### config.mk
export PLATFORM = sky130hd
export DESIGN_NAME = veda_mem_arbiter
export DESIGN_NICKNAME = d
export VERILOG_FILES = /design/src/rtl/veda_mem_arbiter.sv
export SDC_FILE = /design/constraint.sdc
export NUM_CORES = 1
export LEC_CHECK = 0
export BUFFER_PORTS_ARGS = -buffer_cell sky130_fd_sc_hd__buf_2
export CAP_MARGIN = 20
export CORE_AREA = 2 2 95 97
export DETAILED_ROUTE_END_ITERATION = 12
export DIE_AREA = 0 0 97 99
export MAX_ROUTING_LAYER = met4
export PLACE_DENSITY = 0.58
export SLEW_MARGIN = 5
export SYNTH_ARGS = -nofsm -noshare
export SYNTH_HDL_FRONTEND = slang
export SYNTH_SLANG_ARGS = --single-unit
### constraint.sdc
create_clock -name clk -period 2.6 [get_ports clk]
set_input_delay 0.52 -clock clk [delete_from_list [all_inputs] [get_ports clk]]
set_output_delay 0.52 -clock clk [all_outputs]
set_load 0.02 [all_outputs]
### src/rtl/veda_mem_arbiter.sv
// veda_mem_arbiter: arbitrates a single-port unified instruction/data memory
// between the host program loader (port 0), the core load/store unit (port 1)
// and the core instruction fetch (port 2). Fixed priority 0 > 1 > 2, with a
// starvation guard on ports 1 and 2, and a host lock that keeps ports 1 and 2
// out for the whole of an exclusive burst program load.
module veda_mem_arbiter #(
  parameter int AW       = 9,
  parameter int DW       = 32,
  parameter int MAX_WAIT = 4
) (
  input  logic          clk,
  input  logic          rst,
  input  logic          req0,
  input  logic          req1,
  input  logic          req2,
  input  logic          we0,
  input  logic          we1,
  input  logic          we2,
  input  logic [AW-1:0] addr0,
  input  logic [AW-1:0] addr1,
  input  logic [AW-1:0] addr2,
  input  logic [DW-1:0] wdata0,
  input  logic [DW-1:0] wdata1,
  input  logic [DW-1:0] wdata2,
  input  logic          host_lock,
  output logic          gnt0,
  output logic          gnt1,
  output logic          gnt2,
  output logic          rvalid0,
  output logic          rvalid1,
  output logic          rvalid2,
  output logic [DW-1:0] rdata,
  output logic          mem_en,
  output logic          mem_we,
  output logic [AW-1:0] mem_addr,
  output logic [DW-1:0] mem_wdata,
  input  logic [DW-1:0] mem_rdata,
  output logic          locked
);

  // Wait counters are wide enough for the largest legal MAX_WAIT (15).
  localparam int            WW    = 4;
  localparam logic [WW-1:0] C_MAX = WW'(MAX_WAIT);

  logic [2:0]    w_gnt;
  logic [WW-1:0] r_wait1;
  logic [WW-1:0] r_wait2;
  logic          r_locked;
  logic [2:0]    r_rvalid;
  logic          w_mem_we;
  logic [AW-1:0] w_mem_addr;
  logic [DW-1:0] w_mem_wdata;

  // Grant selection: lock first, then starvation guard (port 1 before port 2),
  // then plain fixed priority. Nothing is granted while reset is asserted.
  always_comb begin
    w_gnt = 3'b000;
    if (rst) begin
      w_gnt = 3'b000;
    end else if (r_locked) begin
      w_gnt = {2'b00, req0};
    end else if ((r_wait1 == C_MAX) && req1) begin
      w_gnt = 3'b010;
    end else if ((r_wait2 == C_MAX) && req2) begin
      w_gnt = 3'b100;
    end else if (req0) begin
      w_gnt = 3'b001;
    end else if (req1) begin
      w_gnt = 3'b010;
    end else if (req2) begin
      w_gnt = 3'b100;
    end else begin
      w_gnt = 3'b000;
    end
  end

  // Route the granted port's command onto the memory bus; idle bus is all zero.
  always_comb begin
    w_mem_we    = 1'b0;
    w_mem_addr  = {AW{1'b0}};
    w_mem_wdata = {DW{1'b0}};
    case (w_gnt)
      3'b001: begin
        w_mem_we    = we0;
        w_mem_addr  = addr0;
        w_mem_wdata = wdata0;
      end
      3'b010: begin
        w_mem_we    = we1;
        w_mem_addr  = addr1;
        w_mem_wdata = wdata1;
      end
      3'b100: begin
        w_mem_we    = we2;
        w_mem_addr  = addr2;
        w_mem_wdata = wdata2;
      end
      default: begin
        w_mem_we    = 1'b0;
        w_mem_addr  = {AW{1'b0}};
        w_mem_wdata = {DW{1'b0}};
      end
    endcase
  end

  // Starvation counters: count denied request cycles, saturate, clear on grant or idle.
  always_ff @(posedge clk) begin
    if (rst) begin
      r_wait1 <= {WW{1'b0}};
      r_wait2 <= {WW{1'b0}};
    end else begin
      if (req1 && !w_gnt[1]) begin
        r_wait1 <= (r_wait1 == C_MAX) ? r_wait1 : r_wait1 + 4'd1;
      end else begin
        r_wait1 <= {WW{1'b0}};
      end
      if (req2 && !w_gnt[2]) begin
        r_wait2 <= (r_wait2 == C_MAX) ? r_wait2 : r_wait2 + 4'd1;
      end else begin
        r_wait2 <= {WW{1'b0}};
      end
    end
  end

  // Host lock: taken on an accepted host access with host_lock, dropped as soon as host_lock falls.
  always_ff @(posedge clk) begin
    if (rst) begin
      r_locked <= 1'b0;
    end else if (!host_lock) begin
      r_locked <= 1'b0;
    end else if (req0 && w_gnt[0]) begin
      r_locked <= 1'b1;
    end else begin
      r_locked <= r_locked;
    end
  end

  // Read return tracking: remember which port had a read accepted this edge.
  always_ff @(posedge clk) begin
    if (rst) begin
      r_rvalid <= 3'b000;
    end else begin
      r_rvalid <= w_gnt & {~we2, ~we1, ~we0};
    end
  end

  assign gnt0      = w_gnt[0];
  assign gnt1      = w_gnt[1];
  assign gnt2      = w_gnt[2];
  assign mem_en    = |w_gnt;
  assign mem_we    = w_mem_we;
  assign mem_addr  = w_mem_addr;
  assign mem_wdata = w_mem_wdata;
  assign rdata     = mem_rdata;
  assign locked    = r_locked;
  // A read accepted just before reset must not surface while reset is held.
  assign rvalid0   = r_rvalid[0] & ~rst;
  assign rvalid1   = r_rvalid[1] & ~rst;
  assign rvalid2   = r_rvalid[2] & ~rst;

endmodule

==> impl_metrics.py <==
metrics = {
    "sta": {
        "finalSetupTns_ns": 0,
        "drv_slew": 0,
        "setup_violations": 0,
        "skew_ns": 0.00653,
        "rsz0062_at_grt": "yes",
        "fin_crit_sh_pct": 100,
        "hold_slack_ns": 0.456,
        "worst_slack_ns": 0.0000511,
        "max_slew.worst_pin.slew_ns": 0.362,
        "hold_viol": 0,
        "fin_crit_ns": 2.60,
        "slew_headroom_pct": 75.8,
        "fmax_ghz": 0.385,
    },
    "placed_design": {
        "dp_slack_ns": 0.0609,
        "placed_cell_area_sq_mm": 0.00242,
        "post-dp-hpwl_mm": 5.34,
        "placed_cells": 446,
        "gp_congestion": 0.840,
        "place.port_buffers": 181,
    },
    "route": {
        "vias_per_cell": 4.70,
        "drt_wl_total_mm": 8.12,
        "drc": 0,
        "dr_total_vias": 2198,
        "drt_pass1_iterations": 4,
        "wl_per_cell_um": 17.3,
        "drtIter0Drc": 98,
        "ant_nets": 0,
    },
    "pwr": {
        "clkPwrFrac_pct": 23.0,
        "ir_drop_mv": 0.111,
        "power.internal_mw": 0.589,
        "p_sw_mw": 0.280,
        "power_leakage_nw": 1.55,
        "p_sw_share_pct": 32.2,
        "p_per_area_mw_per_mm2": 280,
        "seq_power_share_pct": 22.1,
        "power_mw": 0.868,
        "power_frac_comb_pct": 54.9,
    },
    "worst_setup_path": {
        "critPathSlowestCell": "a221o_1",
        "cp_max_fo": 6,
        "crit_chain": "inv_2, ha_4, and3b_2, nor2_2, o211a_4, buf_12, a221o_1, buf_6",
        "crit_type": "flop to output port",
        "crit_path_max_incr_delay_ns": 0.35,
        "end_kind": "output port",
        "worstPathArrival_ns": 2.08,
        "required_ns": 2.08,
        "startpoint_type": "flop",
    },
    "global_route": {
        "grt_max_degree": 29,
        "gr-total-overflow": 0,
        "grt_pass1_vias": 2098,
        "antenna_found_initial": 0,
        "track_usage_pct": 13.8,
        "grt_first_pass_wirelength_mm": 10.6,
    },
    "logic_synthesis": {
        "synthCells": 198,
        "synth_area_leaders": "a221o_1 25%, and2_1 16%, buf_4 15%, dfxtp_1 14%, buf_8 3.6%",
        "syn_avg_cell_area_sq_um": 8.46,
        "syn-cell-area_sq_mm": 0.00167,
        "ys_types": 31,
        "synth_top_area_share_pct": 25.1,
        "synth_top_area_cell": "a221o_1",
        "yosys_warnings": 0,
        "synth_seq_cells": 12,
        "synth_seq_area_share_pct": 14.3,
        "synth_nets": 366,
    },
    "clocking": {
        "clock_latency_ns": 0.24,
        "cts.htree.levels": 1,
        "hold_buffers": 0,
        "tritoncts": "yes",
        "cts.clk_slew.worst_paths_ns": 0.06,
        "clock_sinks": 12,
        "cts-root-buf": "clkbuf_8",
        "cts_made_buffers": 3,
        "cts_buffer_depth": 2,
    },
    "finish": {
        "final_area_sq_mm": 0.00311,
        "final_util_pct": 36.3,
        "regArea_sq_um": 245,
        "multi_input_area_sq_mm": 0.00113,
        "antennaDiodeCount": 0,
        "stdcell_count": 468,
        "drive_above_1_share_pct": 66.7,
        "syn2layout_area_growth_pct": 85.6,
        "final_nets": 529,
        "nFillCells": 911,
    },
    "job": {
        "drv_cap": 0,
    },
    "floorplanning": {
        "num_rows": 34,
        "design.core.area_sq_mm": 0.00855,
        "ios": 246,
        "die_height_um": 99,
        "initial_core_util_pct": 19.6,
        "die_x_um": 97,
        "die_area_sq_mm": 0.00960,
    },
    "min_path": {
        "hold_class": "input port to flop",
    },
    "status": {
        "run_status": "finished, final reports clean",
    },
}
## state kept, by name, summed over array words and instances (netlist names)
register,flops
r_wait1,4
r_wait2,4
r_rvalid,3
locked,1
## Yosys cell counts, drive strengths merged
library cell  count
a221oi            1
buf              43
xnor2             3
nand2b            2
or3               1
nor3              4
dfxtp            12
nor2b             7
a211oi            1
inv               6
a211o             1
a21oi             5
o211a             1
and2             42
nand3b            2
nor3b             1
nand2             1
clkbuf            3
nor2              8
nor4b             1
a221o            42
mux2i             1
and3              1
and3b             1
and4b             1
ha                4
o21ai             1
nand3             2
## cells by family (layout without fill, tap and decap cells)
logic type,Yosys count,count (layout),synth area share (%)
AO/OA/AOI/OAI,52,52,30.3
XOR/XNOR,3,3,1.57
adder cells (fa/ha/maj),4,4,2.99
buffers and inverters,52,213,22.9
flip-flops,12,12,14.3
multiplexers,1,1,0.598
AND/OR/NAND/NOR,74,75,27.2
## metal layers
| metal | wire length [um] | global-route usage [%] | vias to the layer above |
|---|---|---|---|
| met5 | 0 | - | - |
| met4 | 74 | 2.06 | 0 |
| met3 | 546 | 1.99 | 18 |
| met2 | 4020 | 23.8 | 111 |
| met1 | 3470 | 17.5 | 1036 |
| li1 | - | - | 1033 |
## timing repair
action	CTS	global route
pin swaps	5	17
buffers inserted	5	4
endpoints found under the setup margin	43	43
resized for setup	31	87
gates cloned	2	7
## cell usage in the layout, fill, tap and decap left out, drive strengths merged
master	instances
a211oi	1
nand3b	2
a21oi	5
a211o	1
and4b	1
o211a	1
a221oi	1
and3	2
ha	4
inv	6
and2	42
nor2b	7
or3	1
nor3	4
o21ai	1
nand2	1
nor2	8
mux2i	1
nor4b	1
buf	196
nor3b	1
nand2b	2
clkbuf	11
a221o	42
and3b	1
dfxtp	12
xnor2	3
nand3	2
## final cells by class
class | instances | area share, %
tap | 108 | 4.35
clock buffer | 4 | 1.77
inverter | 6 | 0.725
timing repair buffer | 203 | 48.8
sequential | 12 | 7.89
multi-input combinational | 135 | 36.5
## worst paths after layout
kind	from	end	slack, ns	cells past startpoint
worst max-delay path	r_wait1[0]	mem_wdata[19]	0.00005	8
worst min-delay path	we0	r_rvalid[0]	0.46	2
worst max register to register	r_wait1[0]	r_wait2[0]	0.73	8
worst min register to register	r_wait1[3]	r_wait1[3]	0.54	2
## worst max-delay path, delay by kind of cell, from the launching register on
kind	cells	cell delay (ns)
AO/OA/AOI/OAI	2	0.68
buffers and inverters	3	0.39
flip-flops	1	0.32
AND/OR/NAND/NOR	2	0.30
adder cells (fa/ha/maj)	1	0.14
## power groups by stage
stage	sequential (mW)	combinational (mW)	clock (mW)
detailed placement	0.196	0.347	0
floorplan	0.196	0.258	0
finish	0.192	0.477	0.200
global route	0.192	0.509	0.220
CTS	0.192	0.383	0.205
global placement	0.196	0.345	0
Power figures use the tool's default switching activity.
